$ cat src/rtl/gate_bist_ctrl.sv
// gate_bist_ctrl: reusable BIST harness for combinational gate models.
// A Galois LFSR supplies pseudo-random input patterns and a Galois MISR folds
// the DUT responses into a signature that is compared to a golden value once
// PAT_CNT patterns have been compressed.
module gate_bist_ctrl #(
  parameter int                IN_W      = 12,
  parameter int                OUT_W     = 10,
  parameter int                LFSR_W    = 16,
  parameter int                SIG_W     = 16,
  parameter int                PAT_CNT   = 256,
  parameter logic [LFSR_W-1:0] SEED      = LFSR_W'(16'hACE1),
  parameter logic [LFSR_W-1:0] LFSR_TAPS = LFSR_W'(16'hB400),
  parameter logic [SIG_W-1:0]  MISR_TAPS = SIG_W'(16'hB400),
  localparam int               IDX_W     = (PAT_CNT < 1) ? 1 : $clog2(PAT_CNT + 1)
) (
  input  logic             clk,
  input  logic             rst_n,
  input  logic             start,
  input  logic             abort,
  input  logic [SIG_W-1:0] golden,
  input  logic [OUT_W-1:0] resp_in,
  output logic [IN_W-1:0]  pat_out,
  output logic             busy,
  output logic             done,
  output logic             pass,
  output logic [SIG_W-1:0] signature,
  output logic [IDX_W-1:0] pat_idx
);

  // Illegal parameter combinations stop elaboration outright.
  if (IN_W < 1 || IN_W > LFSR_W) begin : g_err_in_w
    $error("gate_bist_ctrl: IN_W must lie in 1..LFSR_W");
  end
  if (OUT_W < 1 || OUT_W > SIG_W) begin : g_err_out_w
    $error("gate_bist_ctrl: OUT_W must lie in 1..SIG_W");
  end
  if (PAT_CNT < 1) begin : g_err_pat_cnt
    $error("gate_bist_ctrl: PAT_CNT must be at least 1");
  end
  if (SEED == '0) begin : g_err_seed
    $error("gate_bist_ctrl: SEED must be nonzero");
  end

  // Pattern count at which the run is complete, in the counter's own width.
  localparam logic [IDX_W-1:0] IDX_LAST = IDX_W'(PAT_CNT);

  typedef enum logic [1:0] {
    S_IDLE = 2'd0,
    S_RUN  = 2'd1,
    S_DONE = 2'd2
  } state_t;

  state_t           state, state_nx;
  logic [LFSR_W-1:0] lfsr, lfsr_nx;
  logic [SIG_W-1:0]  misr, misr_nx;
  logic [IDX_W-1:0]  idx_nx;
  logic              pass_nx;
  logic [SIG_W-1:0]  resp_ext;

  // One Galois shift of the pattern generator.
  function automatic logic [LFSR_W-1:0] lfsr_step(input logic [LFSR_W-1:0] v);
    lfsr_step = (v >> 1) ^ (v[0] ? LFSR_TAPS : '0);
  endfunction

  // One Galois shift of the signature register with the response folded in.
  function automatic logic [SIG_W-1:0] misr_step(input logic [SIG_W-1:0] s,
                                                 input logic [SIG_W-1:0] r);
    misr_step = (s >> 1) ^ (s[0] ? MISR_TAPS : '0) ^ r;
  endfunction

  // Zero-extend the response so narrow DUTs feed only the low MISR bits.
  always_comb begin
    resp_ext              = '0;
    resp_ext[OUT_W-1:0]   = resp_in;
  end

  // Next-state and datapath decisions; abort always beats start or stepping,
  // and an aborted run leaves the pattern, signature and index untouched.
  always_comb begin
    state_nx = state;
    lfsr_nx  = lfsr;
    misr_nx  = misr;
    idx_nx   = pat_idx;
    pass_nx  = pass;
    case (state)
      S_IDLE: begin
        if (start && !abort) begin
          state_nx = S_RUN;
          lfsr_nx  = SEED;
          misr_nx  = '0;
          idx_nx   = '0;
          pass_nx  = 1'b0;
        end
      end
      S_RUN: begin
        if (abort) begin
          state_nx = S_IDLE;
          pass_nx  = 1'b0;
        end else begin
          lfsr_nx = lfsr_step(lfsr);
          misr_nx = misr_step(misr, resp_ext);
          idx_nx  = pat_idx + IDX_W'(1);
          if (idx_nx == IDX_LAST) begin
            state_nx = S_DONE;
            pass_nx  = (misr_nx == golden);
          end
        end
      end
      S_DONE: begin
        state_nx = S_IDLE;
      end
      default: begin
        state_nx = S_IDLE;
      end
    endcase
  end

  // State and datapath registers; reset clears everything immediately.
  always_ff @(posedge clk or negedge rst_n) begin
    if (!rst_n) begin
      state   <= S_IDLE;
      lfsr    <= '0;
      misr    <= '0;
      pat_idx <= '0;
      pass    <= 1'b0;
    end else begin
      state   <= state_nx;
      lfsr    <= lfsr_nx;
      misr    <= misr_nx;
      pat_idx <= idx_nx;
      pass    <= pass_nx;
    end
  end

  assign pat_out   = lfsr[IN_W-1:0];
  assign signature = misr;
  assign busy      = (state == S_RUN);
  assign done      = (state == S_DONE);

endmodule
$ cat config.mk
export PLATFORM = sky130hd
export DESIGN_NAME = gate_bist_ctrl
export DESIGN_NICKNAME = d
export VERILOG_FILES = /design/src/rtl/gate_bist_ctrl.sv
export SDC_FILE = /design/constraint.sdc
export NUM_CORES = 1
export LEC_CHECK = 0
export CAP_MARGIN = 20
export CORE_MARGIN = 5
export CORE_UTILIZATION = 45
export DETAILED_ROUTE_END_ITERATION = 6
export MAX_ROUTING_LAYER = met4
export PLACE_DENSITY = 0.74
export SLEW_MARGIN = 25
export SYNTH_ARGS = -nofsm -noshare
export SYNTH_HDL_FRONTEND = slang
export SYNTH_SLANG_ARGS = --single-unit
$ cat constraint.sdc
create_clock -name clk -period 3.4 [get_ports clk]
set_clock_uncertainty 0.05 [all_clocks]
set_input_delay 0.34 -clock clk [delete_from_list [all_inputs] [get_ports clk]]
set_output_delay 0.34 -clock clk [all_outputs]
set_load 0.03 [all_outputs]
## Yosys cells after proc, flatten, opt, wreduce, memory -nomap -nowiden

Index checks and enable logic that the tools add are counted.

| operators by class | value |
|---|---|
| add/subtract/negate cells | 1 |
| multipliers | 0 |
| div/mod/pow operators | 0 |
| $lt $le $gt $ge | 0 |
| eq/ne operators | 7 |
| shifts and indexed selects | 0 |
| multiplexer cells | 19 |
| bitwise operators | 3 |
| reductions and logical operators | 7 |

Operators by type and width:

| operator | count |
|---|---|
| two-way mux 16 bit | 6 |
| case mux 16 bit (2 select lines) | 2 |
| bitwise XOR 15 x 16 -> 16 bit | 2 |
| two-way mux 9 bit | 2 |
| case mux 9 bit (2 select lines) | 1 |
| equality test 16 bit | 1 |
| bitwise XOR 16 x 10 -> 16 bit | 1 |
| adder 9 x 1 -> 9 bit, second input constant | 1 |
| equality test 9 bit, second input constant | 1 |
| two-way mux 2 bit | 3 |
| AND reduction 3 bit | 2 |
| != test 2 bit, second input constant | 2 |
| case mux 2 bit (2 select lines) | 1 |
| two-way mux 1 bit | 3 |
| != test 3 x 2 -> 1 bit, second input constant | 1 |
| equality test 2 x 1 -> 1 bit, second input constant | 1 |
| equality test 2 bit, second input constant | 1 |
| logical NOT 2 bit | 1 |
| case mux 1 bit (2 select lines) | 1 |
| AND reduction 2 bit | 1 |
| nonzero test 2 bit | 1 |
| logical AND 1 bit | 1 |
| logical NOT 1 bit | 1 |

| word-level totals | value |
|---|---|
| register bits | 44 |
| bits in latches | 0 |
| memory bits (writable) | 0 |
| bits in read-only memories | 0 |
| input bits | 30 |
| memories | 0 |

## Longest topological paths before layout

| depth | value |
|---|---|
| depth in word-level cells | 7 |
| depth in mapped cells | 8 |

## Least setup slack after synthesis

No wires, ideal clock.

| path | value |
|---|---|
| kind | reg-to-reg |
| start | reg pat_idx[0] |
| end | reg pass |
| arrival time | 2.369 ns |
| data required time | 3.222 ns |
| slack | 0.854 ns |
| stages on the path, launching flop included | 9 |
| path buffers | 1 |
| period minus slack after synthesis | 2.546 ns |
| path through | dfrtp_1 ha_1 and3_1 buf_6 or2_0 a211oi_1 o2111ai_1 a311oi_1 mux2_1 |

| between the ends | value |
|---|---|
| longest elaborated chain between the ends | 4 |

RTL lines:

| what | RTL line | RTL |
|---|---|---|
| start: declaration | 27 | `output logic [IDX_W-1:0] pat_idx` |
| start signal: assignment | 130 | `pat_idx <= idx_nx;` |
| adder 9 x 1 -> 9 bit | 102 | `idx_nx = pat_idx + IDX_W'(1);` |
| equality test 9 bit | 103 | `if (idx_nx == IDX_LAST) begin` |
| != test 3 x 2 -> 1 bit (no source line) | - |  |
| AND reduction 3 bit (no source line) | - |  |
| end signal: assignment | 131 | `pass <= pass_nx;` |
| end: declaration | 25 | `output logic pass,` |

Every way passes these cells.
A chain may end at the register's enable or synchronous reset.

## Worst setup path in the final report

Ends and elaborated chain as after synthesis.

==> summary by stage <==
Setup path
The start-to-end type of the worst setup path is reg -> reg. The worst setup path is launched from a flip-flop. The data arrival time of the worst path is 2.74 ns. The endpoint class of the critical path is a flip-flop. Data on the critical path is required at its endpoint by 3.54 ns. Of all nets on the critical path, the largest fanout is 10. The reg-to-reg setup timing slack is 0.80 ns.

Synthesis
The area share of the largest cell type after synthesis is 0.4767. The post-synth design cell area is 0.002310 mm². The part of the Yosys area used for sequential elements is 0.4767. The proportion of register bits with asynchronous set or reset after synthesis is 1.000.

Of the total synthesized cell area, the portion taken by full adders, half adders and majority gates is 0.01083. Of the total synthesized cell area, the portion taken by AND, OR, NAND and NOR gates is 0.1430. Of the total synthesized cell area, the portion taken by XOR and XNOR cells is 0.1251. After synthesis, the largest family of logic cells by area is compound AO/OA/AOI/OAI gates. After synthesis, the cell types taking the most area are sky130_fd_sc_hd__dfrtp_1, sky130_fd_sc_hd__xnor2_1, sky130_fd_sc_hd__xor2_1. In the synthesized netlist the dominant register cell turns out to be sky130_fd_sc_hd__dfrtp_1. Ranked by instance count, the synthesized netlist is headed by sky130_fd_sc_hd__dfrtp_1, sky130_fd_sc_hd__nand2_1, sky130_fd_sc_hd__xnor2_1, sky130_fd_sc_hd__o21ai_0. The most common cell in the synthesized netlist is sky130_fd_sc_hd__dfrtp_1.

The count of flip-flops with a built-in enable after synthesis is 0. Counting distinct cell types in the post-synthesis netlist gives 37. The synthesized area per cell is 9.787 µm². The Yosys step of the flow raised 0 warnings. The register bit count reported by yosys is 44.

The cell count after synthesis is 236. The post-synthesis mux area share is 0.004875. The compound-cell area share of the yosys netlist is 0.1696. The cell taking the most area after synthesis is sky130_fd_sc_hd__dfrtp_1.

The number of nets produced by synthesis is 268.

Place
The placed wire-length estimate after detailed placement is 3927 µm. The number of input and output port buffers inserted is 69. The final weighted congestion in routability-driven placement is 0.7891. Counting tap cells, the placed design contains a total of 353 instances.

Cells and area
Once layout is complete, the utilization of the core stands at 0.6060. The combined flip-flop and latch cell area is 0.001101 mm². The finished layout holds 361 standard cells, fillers aside. Of the cells placed in the final design, the portion with a size suffix greater than 1 is 0.04467. The area growth from synthesis to layout is 32.29%. The area of the multi-input gates is 0.001051 mm². After the last flow step, the layout net total stands at 322. The final-layout fill cell count is 444. 0 antenna diodes ended up in the layout.

CTS
The count of hold buffers inserted by post-cts repair is 0. The clock drives 44 sinks. The post-cts gate resize count is 0. The H-tree depth is 2. The clock reaches the later pin of the worst-skew pair after 0.30 ns. The buffers inserted during post-CTS setup optimization is 0. The tree is rooted in a sky130_fd_sc_hd__clkbuf_8.

The buffer levels on the longest clock path is 2. Buffers inserted during clock tree synthesis total 5. The TritonCTS clock tree is done. The clock-pin transition on the worst setup and hold timing paths is 0.09 ns.

Die
The number of top-level pins is 70. The standard cell core area is 0.005042 mm². The total die area is 0.006665 mm².

The initial utilization of the core area, before any placement, comes to 0.4581. The overall die width is 81.64 µm. The overall die height is 81.64 µm. The count of standard-cell rows is 26.

Timing
The headroom to the max-slew limit is 0.4910. At the pin with the least slew margin, the transition time is 0.7607 ns. Setup repair after global routing left no endpoint under its margin. The minimum hold slack is -0.02543 ns. The share of the cycle needed by the critical path after routing is 0.7656. The minimum period implied by the final worst setup slack is 2.603 ns. The final number of hold-violating endpoints is 44. The sum of negative setup slack is 0 ns. Setup violations remaining at the end of the flow were counted as 0. The number of max-slew violations in the final report is 0.

The maximum clock rate is 384.2 MHz.

Routing
The DRC violation count after routing is 0. The first detailed-routing pass ran for 6 iterations. The remaining antenna violation count is 0. After detailed routing, the average wire length per cell comes to 15.39 µm. In the routed layout, each cell is associated on average with a via count of 5.255. The final route contains 1897 vias. Wires add up to 5554 µm.

The initial DRC count is 152.

Flow run
Max-cap violations in this run came to 0.

Outcome
The run finished, with violations left. The final reports fail on negative hold slack.

Pwr
In this run the static leakage power is 1.250 nW. Power spread over the standard cell area amounts to 451.1 mW/mm². The maximum resistive drop on vdd is 0.3152 mV.

Global route
The number of antenna violations at the first check in global routing came to 0. The aggregate global routing overflow is 0. The total routing resource utilization after global routing is 0.1874. The largest net degree at the start of global routing is 47.

The first-pass GRT wire length is 9128 µm. The number of global-route vias before repair came to 1815.

Worst hold path
The tightest min-delay check is of the in -> async type.
==> power by group <==
group	internal, mW	switching (mW)
combinational	0.179	0.217
clock	0.165	0.183
sequential	0.575	0.0582
==> critical path: stages, from the launching register on <==
cell and delay, ns:
sky130_fd_sc_hd__dfrtp_1 0.49, sky130_fd_sc_hd__ha_1 0.30, sky130_fd_sc_hd__and3_1 0.27, sky130_fd_sc_hd__or2_0 0.22, sky130_fd_sc_hd__a211oi_1 0.25, sky130_fd_sc_hd__o2111ai_1 0.19, sky130_fd_sc_hd__a311oi_1 0.36, sky130_fd_sc_hd__mux2_1 0.35
==> stage by stage <==
step / setup slack (ns) / cell area, µm² / power, mW
6_report: 0.7971 / 3055 / 1.378
5_1_grt: 0.6641 / 3055 / 1.449
3_3_place_gp: 0.9381 / 2959 / 1.036
2_1_floorplan: 0.8539 / 2310 / 0.8918
4_1_cts: 0.8146 / 3053 / 1.398
3_5_place_dp: 0.8452 / 2959 / 1.043
==> registers in the layout (all words and copies together), names as in the netlist <==
signal     cells
signature     16
pass           1
lfsr          16
pat_idx        9
state          2
==> cells in the final DEF, fill, tap and decap left out, types with 3 or more instances in the layout <==
master / instances
sky130_fd_sc_hd__xnor2_1: 19
sky130_fd_sc_hd__clkdlybuf4s50_1: 68
sky130_fd_sc_hd__inv_1: 4
sky130_fd_sc_hd__nand4_1: 5
sky130_fd_sc_hd__clkbuf_8: 6
sky130_fd_sc_hd__o21ai_0: 17
sky130_fd_sc_hd__nand2_1: 32
sky130_fd_sc_hd__a21oi_1: 4
sky130_fd_sc_hd__a22o_1: 8
sky130_fd_sc_hd__nor2_1: 9
sky130_fd_sc_hd__o22a_1: 4
sky130_fd_sc_hd__nand3_1: 8
sky130_fd_sc_hd__buf_4: 3
sky130_fd_sc_hd__a31oi_1: 3
sky130_fd_sc_hd__dfrtp_1: 44
sky130_fd_sc_hd__o31ai_1: 14
sky130_fd_sc_hd__xor2_1: 14
==> cells by family (layout without fill, tap and decap cells) <==
logic type | Yosys count | count (layout)
AO/OA/AOI/OAI | 58 | 58
XOR/XNOR | 33 | 33
adder cells (fa/ha/maj) | 2 | 2
buffers and inverters | 29 | 84
flip-flops | 44 | 44
multiplexers | 1 | 1
AND/OR/NAND/NOR | 69 | 69
==> cell type report <==
type / instances / share of cell area
clock buffer: 7 / 0.02826
clock inverter: 1 / 0.002457
inverter: 5 / 0.006143
multi-input combinational: 163 / 0.3440
sequential: 44 / 0.3604
tap: 70 / 0.02867
timing repair buffer: 71 / 0.2301
==> per-layer routing <==
layer,track usage,part of all wire,vias up,routed length [µm]
met5,-,0,-,0
met4,0.07641,0.020,0,110
met3,0.04057,0.032,10,177
met2,0.2932,0.51,35,2840
met1,0.2368,0.44,924,2426
li1,-,-,928,-
==> path summary, 6_finish.rpt <==
path | cells past startpoint | from | to
max | 7 | pat_idx[0]$_DFFE_PN0P_ | pass$_DFFE_PN0P_
min | 1 | rst_n | signature[8]$_DFFE_PN0P_
max reg2reg | 7 | pat_idx[0]$_DFFE_PN0P_ | pass$_DFFE_PN0P_
min reg2reg | 2 | lfsr[15]$_DFFE_PN0P_ | lfsr[15]$_DFFE_PN0P_
max in group asynchronous | 1 | rst_n | lfsr[5]$_DFFE_PN0P_
min in group clk | 2 | lfsr[15]$_DFFE_PN0P_ | lfsr[15]$_DFFE_PN0P_
Power figures use the tool's default switching activity.
==> RTL change (same settings) <==
`LFSR_W`: 16 -> 14.
--- a/src/rtl/gate_bist_ctrl.sv
+++ b/src/rtl/gate_bist_ctrl.sv
@@ -7,3 +7,3 @@
   parameter int                OUT_W     = 10,
-  parameter int                LFSR_W    = 16,
+  parameter int                LFSR_W    = 14,
   parameter int                SIG_W     = 16,
Function: changed (a bounded check fails within 10 cycles, from zero or initial values and one cycle with rst_n low).
==> RTL change against the unedited design <==
- the flow still finishes with violations (negative hold slack)
- area after synthesis shrank 1.9%
- global-route usage decreased by 0.60 points
- total power is 5.0% lower
- cell area decreased by 2.0%
- sequential cell count down 2
- clock power down 11%
- worst setup slack improved by 0.24 ns
- routed wire length decreased by 0.68%
- sequential share of layout area shrank 0.95 points
- largest cell class is now multi-input combinational cells
==> RTL change: results (changes against the unedited design) <==
| Metric | Value |
|---|---|
| Dpl ws | `1.194 ns (was 0.8452 ns)` |
| Post-synthesis sequential area ratio | `0.4638 (was 0.4767)` |
| Worst hold slack | `-0.02636 ns (was -0.02543 ns)` |
| DRT Pass-1 Iters | `4 (was 6)` |
| Vias in the first global route | `1791 (was 1815)` |
| Combinational power | `0.398 mW (was 0.397 mW)` |
| Nets@finish | `318 (was 322)` |
| Worst EP arrival | `1.98 ns (was 2.74 ns)` |
| Compound-Gate Fraction of Synth Area | `0.1723 (was 0.1696)` |
| Total track usage | `0.1814 (was 0.1874)` |
| Fin. Hold Viols | `42 (was 44)` |
| Synth Area in Adders | `0.01104 (was 0.01083)` |
| Violated checks | `negative hold slack (unchanged)` |
| Util after Layout | `0.6218 (was 0.6060)` |
| Met3 Wirelength | `241 microns (was 177 microns)` |
| Top post-synthesis cells by area | `dfrtp_1 46%, xnor2_1 10%, nand2_1 5.5% (was dfrtp_1 48%, xnor2_1 7.2%, xor2_1 5.3%)` |
| Largest net degree at the start of global routing | `43 (was 47)` |
| First-pass GRT wire length | `8.852 mm (was 9.128 mm)` |
| HPWL Detailed | `4.022 mm (was 3.927 mm)` |
| Status | `finished, violations left (unchanged)` |
| Crit-path max FO | `18 (was 10)` |
| Via count | `1875 (was 1897)` |
| Worst Setup End Kind | `primary output (was flop)` |
| Final WL | `5.516 mm (was 5.554 mm)` |
| Met3 global-route usage | `0.02328 (was 0.04057)` |
| Slowest-stage cell, CP | `clkdlybuf4s50_1 (was dfrtp_1)` |
| Met2 usage | `0.2718 (was 0.2932)` |
| VDD IR max | `0.0002587 V (was 0.0003152 V)` |
| Fillers | `429 (was 444)` |
| Mux contribution to synthesized area | `0.006626 (was 0.004875)` |
| Seq. pwr | `0.600 mW (was 0.633 mW)` |
| Slowest Stage Delay on Critical Path | `0.71 ns (was 0.49 ns)` |
| Met2 routed WL | `2.656 mm (was 2.840 mm)` |
| Slew headroom | `0.5212 (was 0.4910)` |
| Netlist cell types | `39 (was 37)` |
| Crit path max-delay family | `buffers and inverters (was compound AO/OA/AOI/OAI gates)` |
| Post-Synth XOR/XNOR Area | `0.1237 (was 0.1251)` |
RTL change: final timing paths:
check | start | slack [ns] | endpoint | cells after the start
worst min-delay path | rst_n | -0.03 | lfsr[4] | 1
worst max register to register | pat_idx[0] | 1.19 | pass | 7
max in group asynchronous | rst_n | 2.96 | pat_idx[8] | 1
worst max-delay path | state[1] | 1.03 | busy | 4
worst min register to register | lfsr[12] | 0.44 | lfsr[12] | 2
min in group clk | lfsr[12] | 0.44 | lfsr[12] | 2
RTL change: through the flow:
step           cells  hold WS (ns)
6_report         353      -0.02636
5_1_grt          353       0.01944
4_1_cts          353        0.1679
3_5_place_dp     346        0.4210
3_3_place_gp     346        0.4111
2_1_floorplan    229     -0.005591
RTL change: area by class of cell:
class                   instances  share of cell area
repair buffers                 72              0.2373
flip-flops and latches         42              0.3509
clock buffers                   5             0.02297
clock inverters                 2            0.003342
multi-input cells             162              0.3538
inverters                       3            0.003759
well taps                      67             0.02799
